**config.mk**
```make
export PLATFORM = sky130hd
export DESIGN_NAME = spi_rx_slave
export DESIGN_NICKNAME = d
export VERILOG_FILES = /design/src/rtl/spi_pkg.sv /design/src/rtl/spi_in_sync.sv /design/src/rtl/spi_rx_slave.sv
export SDC_FILE = /design/constraint.sdc
export NUM_CORES = 1
export LEC_CHECK = 0
export ABC_AREA = 1
export ABC_CLOCK_PERIOD_IN_PS = 1200
export BUFFER_PORTS_ARGS = -buffer_cell sky130_fd_sc_hd__buf_4
export CORE_MARGIN = 1.5
export CORE_UTILIZATION = 54
export DETAILED_ROUTE_END_ITERATION = 8
export PLACE_DENSITY_LB_ADDON = 0.05
export SYNTH_ARGS = -nofsm -noshare
export SYNTH_HDL_FRONTEND = slang
export SYNTH_SLANG_ARGS = --single-unit
```
**constraint.sdc**
```tcl
create_clock -name clk -period 1.2 [get_ports clk]
set_input_delay 0.24 -clock clk [delete_from_list [all_inputs] [get_ports clk]]
set_output_delay 0.24 -clock clk [all_outputs]
set_load 0.005 [all_outputs]
```
**src/rtl/spi_pkg.sv**
```systemverilog
// Shared SPI link definitions: word geometry and receiver state encoding.
// The transmitter and receiver both import this package.
package spi_pkg;

    localparam int SPI_WORD_W = 16;
    localparam int SPI_CNT_W  = 5;

    typedef enum logic [1:0] {
        WAIT_IDLE = 2'd0,
        IDLE      = 2'd1,
        RECV      = 2'd2
    } rx_state_t;

endpackage

```
**src/rtl/spi_in_sync.sv**
```systemverilog
// Input conditioning for the SPI receiver: optional synchroniser chain on
// cs_l/sclk/data plus rising-edge detect on the conditioned sclk.
module spi_in_sync
    import spi_pkg::*;
#(
    parameter int SYNC_STAGES = 0
) (
    input  logic clk,
    input  logic reset,
    input  logic cs_l,
    input  logic sclk,
    input  logic data,
    output logic cs_s,
    output logic sclk_s,
    output logic data_s,
    output logic sclk_rise,
    output logic sync_valid
);

    logic sclk_q;
    logic sclk_d;

    generate
        if (SYNC_STAGES == 0) begin : g_bypass
            assign cs_s       = cs_l;
            assign sclk_s     = sclk;
            assign data_s     = data;
            assign sync_valid = 1'b1;
        end else begin : g_sync
            localparam int FILL_W = $clog2(SYNC_STAGES + 1);

            logic [SYNC_STAGES-1:0] cs_pipe_q;
            logic [SYNC_STAGES-1:0] cs_pipe_d;
            logic [SYNC_STAGES-1:0] sclk_pipe_q;
            logic [SYNC_STAGES-1:0] sclk_pipe_d;
            logic [SYNC_STAGES-1:0] data_pipe_q;
            logic [SYNC_STAGES-1:0] data_pipe_d;
            logic [FILL_W-1:0]      fill_q;
            logic [FILL_W-1:0]      fill_d;

            for (genvar gi = 0; gi < SYNC_STAGES; gi++) begin : g_stage
                if (gi == 0) begin : g_head
                    assign cs_pipe_d[gi]   = cs_l;
                    assign sclk_pipe_d[gi] = sclk;
                    assign data_pipe_d[gi] = data;
                end else begin : g_tail
                    assign cs_pipe_d[gi]   = cs_pipe_q[gi-1];
                    assign sclk_pipe_d[gi] = sclk_pipe_q[gi-1];
                    assign data_pipe_d[gi] = data_pipe_q[gi-1];
                end
            end

            // The chain comes out of reset holding an idle image rather than
            // real samples; sync_valid tells the FSM when the idle image has
            // been flushed so a held-low cs_l is not mistaken for a clean start.
            always_comb begin
                fill_d = fill_q;
                if (fill_q != FILL_W'(SYNC_STAGES)) begin
                    fill_d = fill_q + FILL_W'(1);
                end
            end

            always_ff @(posedge clk) begin
                if (reset) begin
                    cs_pipe_q   <= '1;
                    sclk_pipe_q <= '0;
                    data_pipe_q <= '0;
                    fill_q      <= '0;
                end else begin
                    cs_pipe_q   <= cs_pipe_d;
                    sclk_pipe_q <= sclk_pipe_d;
                    data_pipe_q <= data_pipe_d;
                    fill_q      <= fill_d;
                end
            end

            assign cs_s       = cs_pipe_q[SYNC_STAGES-1];
            assign sclk_s     = sclk_pipe_q[SYNC_STAGES-1];
            assign data_s     = data_pipe_q[SYNC_STAGES-1];
            assign sync_valid = (fill_q == FILL_W'(SYNC_STAGES));
        end
    endgenerate

    assign sclk_d = sclk_s;

    always_ff @(posedge clk) begin
        if (reset) begin
            sclk_q <= 1'b0;
        end else begin
            sclk_q <= sclk_d;
        end
    end

    assign sclk_rise = sclk_s & ~sclk_q;

endmodule

```
**src/rtl/spi_rx_slave.sv**
```systemverilog
// SPI (CPOL=0) receive slave: deserialises words framed by spi_cs_l,
// pulses data_valid per completed word and frame_err on partial frames.
module spi_rx_slave
    import spi_pkg::*;
#(
    parameter int DATA_W      = SPI_WORD_W,
    parameter bit MSB_FIRST   = 1'b1,
    parameter int SYNC_STAGES = 0
) (
    input  logic                 clk,
    input  logic                 reset,
    input  logic                 spi_cs_l,
    input  logic                 spi_sclk,
    input  logic                 spi_data,
    output logic [DATA_W-1:0]    dataout,
    output logic                 data_valid,
    output logic                 frame_err,
    output logic [SPI_CNT_W-1:0] bit_count,
    output logic                 busy
);

    localparam logic [SPI_CNT_W-1:0] LAST_BIT = SPI_CNT_W'(DATA_W - 1);

    logic cs_s;
    logic sclk_s;
    logic data_s;
    logic sclk_rise;
    logic sync_valid;

    spi_in_sync #(
        .SYNC_STAGES (SYNC_STAGES)
    ) u_in_sync (
        .clk        (clk),
        .reset      (reset),
        .cs_l       (spi_cs_l),
        .sclk       (spi_sclk),
        .data       (spi_data),
        .cs_s       (cs_s),
        .sclk_s     (sclk_s),
        .data_s     (data_s),
        .sclk_rise  (sclk_rise),
        .sync_valid (sync_valid)
    );

    rx_state_t            state_q,      state_d;
    logic [DATA_W-1:0]    shift_q,      shift_d;
    logic [DATA_W-1:0]    dataout_q,    dataout_d;
    logic [SPI_CNT_W-1:0] bit_count_q,  bit_count_d;
    logic                 word_done_q,  word_done_d;
    logic                 data_valid_q, data_valid_d;
    logic                 frame_err_q,  frame_err_d;
    logic                 busy_q,       busy_d;
    logic [DATA_W-1:0]    shift_in;

    assign shift_in = MSB_FIRST ? {shift_q[DATA_W-2:0], data_s}
                                : {data_s, shift_q[DATA_W-1:1]};

    always_comb begin
        state_d      = state_q;
        shift_d      = shift_q;
        dataout_d    = dataout_q;
        bit_count_d  = bit_count_q;
        word_done_d  = 1'b0;
        data_valid_d = 1'b0;
        frame_err_d  = 1'b0;

        // A word completed on the previous edge: publish it now. The shift
        // register cannot move again this cycle since sclk_q is still high.
        if (word_done_q) begin
            dataout_d    = shift_q;
            data_valid_d = 1'b1;
        end

        case (state_q)
            WAIT_IDLE: begin
                if (cs_s && sync_valid) begin
                    state_d = IDLE;
                end
            end
            IDLE: begin
                if (!cs_s) begin
                    state_d     = RECV;
                    bit_count_d = '0;
                end
            end
            RECV: begin
                // Deselect takes priority over a coincident sclk rise.
                if (cs_s) begin
                    state_d     = IDLE;
                    frame_err_d = (bit_count_q != '0);
                    bit_count_d = '0;
                    shift_d     = '0;
                end else if (sclk_rise) begin
                    shift_d = shift_in;
                    if (bit_count_q == LAST_BIT) begin
                        word_done_d = 1'b1;
                        bit_count_d = '0;
                    end else begin
                        bit_count_d = bit_count_q + SPI_CNT_W'(1);
                    end
                end
            end
            default: begin
                state_d = WAIT_IDLE;
            end
        endcase

        busy_d = (state_d == RECV);
    end

    always_ff @(posedge clk) begin
        if (reset) begin
            state_q      <= WAIT_IDLE;
            shift_q      <= '0;
            dataout_q    <= '0;
            bit_count_q  <= '0;
            word_done_q  <= 1'b0;
            data_valid_q <= 1'b0;
            frame_err_q  <= 1'b0;
            busy_q       <= 1'b0;
        end else begin
            state_q      <= state_d;
            shift_q      <= shift_d;
            dataout_q    <= dataout_d;
            bit_count_q  <= bit_count_d;
            word_done_q  <= word_done_d;
            data_valid_q <= data_valid_d;
            frame_err_q  <= frame_err_d;
            busy_q       <= busy_d;
        end
    end

    assign dataout    = dataout_q;
    assign data_valid = data_valid_q;
    assign frame_err  = frame_err_q;
    assign bit_count  = bit_count_q;
    assign busy       = busy_q;

endmodule

```
# ---- Word level (Yosys, flattened, before mapping)
# Index checks and enable logic that the tools add are counted.
dict set report totals {
  wordCells 42
  latchBits 0
  inputBits 5
  n_memories 0
  out_inout_bits 24
  ff_bits 44
  romBits 0
  ram_bits 0
}
dict set report classes {
  muxes 12
  div_mod_pow 0
  order_cmp 0
  n_addsub 1
  n_bitwise 5
  eq_ne 6
  n_reduce_logical 9
  multipliers 0
  shifts 0
}
# cell n
set op_table {}
lappend op_table {{16-bit 2-to-1 mux} 2}
lappend op_table {{5-bit 2-to-1 mux} 4}
lappend op_table {{5-bit case mux with 2 select lines} 1}
lappend op_table {{5-bit by 1-bit adder with 5-bit output (second input constant)} 1}
lappend op_table {{5-bit by 4-bit == test with 1-bit output (second input constant)} 1}
lappend op_table {{5-bit nonzero test} 1}
lappend op_table {{2-bit == test (second input constant)} 2}
lappend op_table {{2-bit 2-to-1 mux} 2}
lappend op_table {{1-bit NOT} 4}
lappend op_table {{2-bit case mux with 2 select lines} 1}
lappend op_table {{2-bit nonzero test} 2}
lappend op_table {{4-bit OR reduction} 1}
lappend op_table {{3-bit != test (second input constant)} 1}
lappend op_table {{3-bit AND reduction} 1}
lappend op_table {{3-bit OR reduction} 1}
lappend op_table {{2-bit by 1-bit == test with 1-bit output (second input constant)} 1}
lappend op_table {{2-bit logical NOT} 1}
lappend op_table {{1-bit 2-to-1 mux} 2}
lappend op_table {{2-bit != test (second input constant)} 1}
lappend op_table {{2-bit AND reduction} 1}
lappend op_table {{2-bit OR reduction} 1}
lappend op_table {{1-bit AND} 1}

# ---- Depth between registers and ports, before layout
# Gate-level depths: netlist of the first run.
dict set report logic_depth {
  word_depth 5
  mapped_depth 8
  ltp_nobuf 8
}

# ---- Cells and area by module
# From an unflattened synthesis of the first run, not the netlist that was laid out.
dict set report hier_totals {
  hier_cells 209
  area_unflattened_um2 1672.9
}
# mod cells_each instances area_per_inst_um2 seq_area_each_um2
set modules_own_cells {}
lappend modules_own_cells {spi_rx_slave 200 1 1607.8 860.8}
lappend modules_own_cells {spi_in_sync 9 1 65.1 20.0}

# ---- Worst setup path after synthesis of the first run
# Ideal clock, no wire load.
dict set report synth_timing {
  path_kind {reg2reg}
  from {register bit_count_q[0] (netlist: bit_count[0])}
  to {register bit_count_q[3] (netlist: bit_count[3])}
  t_required_ns 1.089
  setup_time_ns 0.111
  t_arrival_ns 0.941
  synth_period_minus_slack_ns 1.053
  stages_incl_launch_ff 7
  path_slack_ns 0.147
  n_path_buf 0
  cell_sequence {dfxtp_1 -> ha_1 -> nand4_1 -> nand2_1 -> nor2_1 -> nor2_1 -> nor2_1}
}
dict set report synth_between {
  elab_chain_len 5
  elab_cells_between_ends 6
  classes_between {1 x add/sub; 1 x eq/ne; 4 x mux}
}
# element line
set synth_rtl {}
lappend synth_rtl {{start, declared} spi_rx_slave.sv:48} ;# logic [SPI_CNT_W-1:0] bit_count_q, bit_count_d;
lappend synth_rtl {{start signal, assigned} spi_rx_slave.sv:125} ;# bit_count_q <= bit_count_d;
lappend synth_rtl {{5-bit by 1-bit adder with 5-bit output or 5-bit by 4-bit == test with 1-bit output (tied branches)} {spi_rx_slave.sv:99, spi_rx_slave.sv:95}}
lappend synth_rtl {{5-bit 2-to-1 mux (*)} spi_rx_slave.sv:95} ;# if (bit_count_q == LAST_BIT) begin
lappend synth_rtl {{5-bit 2-to-1 mux (*)} spi_rx_slave.sv:93} ;# end else if (sclk_rise) begin
lappend synth_rtl {{5-bit 2-to-1 mux (*)} spi_rx_slave.sv:88} ;# if (cs_s) begin
lappend synth_rtl {{5-bit case mux with 2 select lines (*)} spi_rx_slave.sv:74} ;# case (state_q)
# Mark *: on every way between the ends. The rest lies on a longest branch, timed or not. The select of a mux whose other input is x is not followed.
# A chain may end at the register's enable or synchronous reset.

# ---- Worst setup path in the final report of the first run
dict set report layout_timing {
  from {register bit_count_q[3] (netlist: bit_count[3])}
  to {output bit_count[3]}
}
# element line
set layout_lines {}
lappend layout_lines {{end, declared} spi_rx_slave.sv:18} ;# output logic [SPI_CNT_W-1:0] bit_count,
# No word-level cell between the ends.

==> impl_metrics.csv, run 1 <==
group,metric,value,unit
status,outcome,"complete, but fails checks",
status,failed_checks,"DRC",
yosys,ys.warnings.count,0,
route,avgViaCountPerCell,5.30,
final_layout,postLayoutCoreUtil,73.4,%
yosys,synthTopCellsByArea,"dfxtp_1 (54%), o21ai_0 (9.7%), nand3_1 (7.3%)",
worst_setup_path,crit_buf_inv,1,
pwr,p_leak,0.915,nW
floorplan,die_h,58.2,um
route,route.met2.wl,1750,um
worst_setup_path,r2r_start,"state_q[0]$_SDFF_PP0_",
clocking,htreeDepth,2,
clocking,clkLatencyLatePin,0.36,ns
floorplan,dieArea,3380,um2
worst_setup_path,crit_slowest_cell,"dfxtp_1",
hold_path,hold_path_class,"in -> reg",
job,cap_violations,0,
pwr,ir_worst_vdd,0.000847,V
final_layout,final_cell_mix,"dfxtp_1 (39), buf_4 (39), o21ai_0 (30)",
clocking,path_clk_slew,0.12,ns
yosys,ys_types,20,
route,drt-initial-drc-count,117,
timing,skew,0.00942,ns
floorplan,die_width,58.2,um
global_routing,grt_pass1_vias,1323,
route,wl_met3,196,um
clocking,cts-root-buf,"clkbuf_4",
timing,setup_viol,0,
route,drcViolationCount,3,
placement,io_buffers,28,
worst_setup_path,cp-end-kind,"output pin",
yosys,avgSynthCellArea,7.90,um2
global_routing,antenna_found_initial,0,
timing,hold_viol,0,
placement,gp_congestion,0.878,
worst_setup_path,cp_num_cells,1,
global_routing,grt_overflow,0,
worst_setup_path,crit_type,"reg -> out",
timing,period_minus_slack,1.17,ns
worst_setup_path,reg2reg_slack,0.05,ns
clocking,cts_made_buffers,5,
placement,dp_cells,270,
worst_setup_path,cp-startpoint,"bit_count[3]$_SDFFE_PP0P_",
timing,fmax,0.852,GHz
final_layout,instances_no_fill,282,
clocking,cts_tree,"built",
floorplan,start_util,58.1,%
timing,rsz0062_at_grt,"yes",
clocking,hold_buffers,0,
route,wl_met1,1700,um
route,highest_layer,"met4",
global_routing,grt_max_degree,39,
worst_setup_path,endpoint,"bit_count[3]",
route,dr_total_vias,1494,
route,wl_per_cell,13.2,um
floorplan,io_pins,29,
route,first_pass_iters,7,
floorplan,core-area,2830,um2
worst_setup_path,worstRegToRegCells,6,
yosys,ys_ff_latch,44,
yosys,synth_top_area_cell,"dfxtp_1",
yosys,synth_area,1640,um2
yosys,postSynthCellCount,208,
final_layout,syn_to_final_growth,26.4,%
route,wl,3720,um
worst_setup_path,critical_path_arrival,0.93,ns
timing,final.period_utilization,97.8,%
final_layout,nets,257,
timing,tightest_slew,0.328,ns
final_layout,diodes,0,
route,ant_nets,0,
final_layout,drive_gt1_share,26.3,%
placement,hpwl,2530,um
timing,setup_tns,0,ns
pwr,power.density,1150,nW/um2
clocking,clk_path_buf_depth,2,
worst_setup_path,cp_top_family,"flip-flops",
worst_setup_path,cp_max_fo,5,
global_routing,grt_use_total,22.9,%
yosys,synth.top_cell.area_share,53.6,%
yosys,syn-num-nets,215,
clocking,cts.sinks,44,
worst_setup_path,cpPeakStageDelay,0.43,ns
final_layout,design_area,2080,um2
worst_setup_path,critPathLaunchType,"flip-flop",
timing,slew_headroom,78.1,%
timing,drv_slew,0,
floorplan,rows,19,
worst_setup_path,required,0.96,ns
placement,dpl_cell_area,1930,um2
global_routing,grt_pass1_wl,5750,um
worst_setup_path,r2r_end,"shift_q[11]$_SDFFE_PP0P_",
timing,whs,0.0735,ns
yosys,ys_seq_area_share,53.6,%
worst_setup_path,path_cells,"buf_4",
-- cell type report --
type	count	area [um2]
Sequential cell	44	887
Fill cell	237	753
Multi-Input combinational cell	132	661
Timing Repair Buffer	43	338
Inverter	24	90.1
Clock buffer	6	51.3
Tap cell	31	38.8
Clock inverter	2	10.0
-- synthesized netlist by cell type, drive strengths merged --
library cell,n
ha,2
dfxtp,44
buf,6
nand4,3
inv,23
nor2,31
clkbuf,2
nand3b,1
a21oi,12
nand3,24
o21ai,33
a311oi,1
clkinv,1
nand2,25
-- per-stage QoR --
| stage | total power [W] | worst slack, ns |
|---|---|---|
| after floorplan | 0.00159 | 0.147 |
| after global placement | 0.00165 | 0.0474 |
| after detailed placement | 0.00165 | -0.00378 |
| after CTS | 0.00237 | 0.00375 |
| after global routing | 0.00248 | -0.0106 |
| final | 0.00239 | 0.0265 |
-- power breakdown --
group | internal [W] | switching, W
Sequential | 0.00148 | 0.0000131
Combinational | 0.0000675 | 0.0000898
Clock | 0.000279 | 0.000466
-- flip-flops by register name, summed over array words and instances (netlist names) --
| name | flops |
|---|---|
| dataout | 16 |
| shift_q | 16 |
| bit_count | 5 |
| state_q | 2 |
| busy | 1 |
| data_valid | 1 |
| frame_err | 1 |
| u_in_sync.sclk_q | 1 |
| word_done_q | 1 |
-- routing by layer --
layer / up-vias / global-route usage [%]
li1: 763 / -
met1: 680 / 28.7
met2: 44 / 35.9
met3: 7 / 6.70
met4: 0 / 11.6
met5: - / 0
-- repair_timing --
| item | 4_1_cts | 5_1_grt |
|---|---|---|
| buffers inserted | 1 | 3 |
| setup endpoints to repair | 6 | 18 |
| resized for setup | 5 | 14 |
| pin swaps | 0 | 4 |
-- worst register-to-register path, stage by stage (launching register included) --
cell,delay [ns]
dfxtp_2,0.34
inv_1,0.06
nand2_2,0.08
nor2_4,0.18
nand3_1,0.09
buf_4,0.17
o21ai_0,0.16
-- worst min path at each step --
stage | start | cells after the start | slack (ns) | endpoint
final | reset | 2 | 0.07 | bit_count[2]$_SDFFE_PP0P_
after global routing | reset | 2 | 0.07 | bit_count[2]$_SDFFE_PP0P_
after CTS | reset | 2 | 0.07 | bit_count[2]$_SDFFE_PP0P_
after detailed placement | shift_q[13]$_SDFFE_PP0P_ | 2 | 0.45 | dataout[13]$_SDFFE_PP0P_
after global placement | reset | 2 | 0.46 | u_in_sync.sclk_q$_SDFF_PP0_
after floorplan | reset | 1 | 0.31 | bit_count[2]$_SDFFE_PP0P_
-- cell families after synthesis --
group	Yosys count	share of synthesized area, %
adder cells (fa/ha/maj)	2	1.52
flip-flops	44	53.6
AND/OR/NAND/NOR	84	22.7
buffers and inverters	32	7.92
AO/OA/AOI/OAI	46	14.2
Power figures use the tool's default switching activity.
==> inputs of run 2 (changes only) <==
--- a/config.mk
+++ b/config.mk
@@ -6,10 +6,10 @@
 export NUM_CORES = 1
 export LEC_CHECK = 0
 export ABC_AREA = 1
-export ABC_CLOCK_PERIOD_IN_PS = 1200
+export ABC_CLOCK_PERIOD_IN_PS = 1400
 export BUFFER_PORTS_ARGS = -buffer_cell sky130_fd_sc_hd__buf_4
 export CORE_MARGIN = 1.5
-export CORE_UTILIZATION = 54
+export CORE_UTILIZATION = 55
 export DETAILED_ROUTE_END_ITERATION = 8
 export PLACE_DENSITY_LB_ADDON = 0.05
 export SYNTH_ARGS = -nofsm -noshare
==> constraint.sdc (replaced) <==
create_clock -name clk -period 1.4 [get_ports clk]
set_input_delay 0.28 -clock clk [delete_from_list [all_inputs] [get_ports clk]]
set_output_delay 0.28 -clock clk [all_outputs]
set_load 0.005 [all_outputs]
==> run 2 against run 1 <==
The run still ends with DRC left. Worst setup slack better by 0.095 ns. Non-clock buffer count is 12 lower. Register-to-register slack better by 0.08 ns. Hold slack better by 0.063 ns. Utilization is 3.4 points lower. Critical path type unchanged. Highest routed layer unchanged.
==> impl_metrics.csv, run 2 (synthesis gave the netlist of run 1 again) <==
group,metric,value,unit
status,outcome,"complete, but fails checks",
status,failed_checks,"DRC",
clocking,clkLatencyLatePin,0.35,ns
timing,slew_headroom,79.9,%
global_routing,grt_pass1_vias,1325,
floorplan,die_width,57.7,um
route,wl,3390,um
floorplan,rows,19,
timing,rsz0062_at_grt,"no",
route,dr_total_vias,1447,
clocking,cts.sinks,44,
clocking,post_cts_resized,0,
timing,whs,0.137,ns
floorplan,die_h,57.7,um
route,avgViaCountPerCell,5.36,
job,cap_violations,0,
hold_path,hold_start,"reset",
worst_setup_path,reg2reg_slack,0.13,ns
placement,io_buffers,28,
placement,hpwl,2420,um
worst_setup_path,cp_max_fo,8,
floorplan,core-area,2810,um2
route,drcViolationCount,4,
final_layout,final_cell_mix,"dfxtp_1 (44), o21ai_0 (32), nor2_1 (30), buf_4 (30)",
floorplan,io_pins,29,
worst_setup_path,r2r_end,"shift_q[4]$_SDFFE_PP0P_",
timing,fmax,0.782,GHz
global_routing,grt_pass1_wl,5720,um
pwr,power.density,1090,nW/um2
clocking,cts_made_buffers,5,
final_layout,syn_to_final_growth,19.5,%
floorplan,dieArea,3320,um2
clocking,hold_buffers,0,
route,drt-initial-drc-count,68,
worst_setup_path,cpPeakStageDelay,0.49,ns
timing,drv_slew,0,
clocking,cts-root-buf,"clkbuf_4",
timing,final.period_utilization,91.3,%
hold_path,hold_path_class,"in -> reg",
timing,skew,0.0116,ns
final_layout,drive_gt1_share,17.6,%
final_layout,seq_area,881,um2
worst_setup_path,path_cells,"buf_4",
timing,setup_viol,0,
final_layout,nets,245,
route,wl_per_cell,12.6,um
worst_setup_path,worstRegToRegCells,7,
pwr,ir_worst_vdd,0.000708,V
global_routing,grt_use_total,22.1,%
worst_setup_path,r2r_start,"state_q[0]$_SDFF_PP0_",
worst_setup_path,crit_slowest_cell,"dfxtp_1",
final_layout,fillCellCount,246,
route,first_pass_iters,6,
global_routing,antenna_found_initial,0,
placement,gp_congestion,0.866,
worst_setup_path,required,1.12,ns
clocking,post_cts_buffers,0,
timing,hold_viol,0,
global_routing,grt_overflow,0,
hold_path,hold_depth,2,
final_layout,final_common_cell,"dfxtp_1",
floorplan,start_util,58.6,%
worst_setup_path,critPathLaunchType,"flip-flop",
clocking,path_clk_slew,0.11,ns
worst_setup_path,cp-end-kind,"output pin",
worst_setup_path,crit_buf_inv,1,
worst_setup_path,cp_top_family,"flip-flops",
final_layout,diodes,0,
worst_setup_path,critical_path_arrival,1.00,ns
timing,tightest_slew,0.300,ns
clocking,cts_tree,"built",
worst_setup_path,crit_type,"reg -> out",
timing,setup_tns,0,ns
final_layout,multiInputGateArea,632,um2
clocking,htreeDepth,2,
pwr,p_leak,0.862,nW
global_routing,grt_max_degree,41,
final_layout,postLayoutCoreUtil,70.0,%
hold_path,hold_path_end,"bit_count[2]$_SDFFE_PP0P_",
timing,period_minus_slack,1.28,ns
clocking,clk_path_buf_depth,2,
route,ant_nets,0,
==> run 2: how the worst max path moves through the flow <==
stage	depth (start not counted)	endpoint	startpoint	slack, ns
2_1_floorplan	6	bit_count[3]$_SDFFE_PP0P_	bit_count[0]$_SDFFE_PP0P_	0.35
6_report	1	bit_count[2]	bit_count[2]$_SDFFE_PP0P_	0.12
3_3_place_gp	6	bit_count[3]$_SDFFE_PP0P_	bit_count[0]$_SDFFE_PP0P_	0.22
5_1_grt	7	shift_q[15]$_SDFFE_PP0P_	state_q[0]$_SDFF_PP0_	0.03
4_1_cts	1	bit_count[2]	bit_count[2]$_SDFFE_PP0P_	0.12
3_5_place_dp	7	bit_count[3]$_SDFFE_PP0P_	spi_cs_l	0.17
==> run 2: per-stage QoR <==
stage	cells	instance area, um2	total power, W	worst slack, ns
after global routing	270	1960	0.00222	0.0263
after detailed placement	262	1890	0.00141	0.167
final	270	1960	0.00214	0.121
after CTS	270	1960	0.00215	0.117
after global placement	262	1890	0.00140	0.224
after floorplan	208	1640	0.00136	0.347
==> run 2: report_power, final <==
part,internal (W),leakage (nW),switching [W]
registers,0.00126,0.355,0.0000114
logic,0.0000410,0.464,0.0000638
clock network,0.000375,0.0422,0.000383
total,0.00168,0.862,0.000458
==> run 2: per-layer routing <==
| layer | share of wire [%] | track usage [%] |
|---|---|---|
| met5 | 0 | 0 |
| met4 | 1.4 | 7.31 |
| met3 | 4.4 | 4.69 |
| met2 | 50 | 37.0 |
| met1 | 44 | 28.5 |
==> run 2: cell type report <==
type                       count  share of cell area (%)
sequential                    44                    44.9
inverter                      24                    4.59
tap                           31                    1.98
clock inverter                 2                    1.78
multi-input combinational    132                    32.2
timing repair buffer          31                    12.5
clock buffer                   6                    2.10
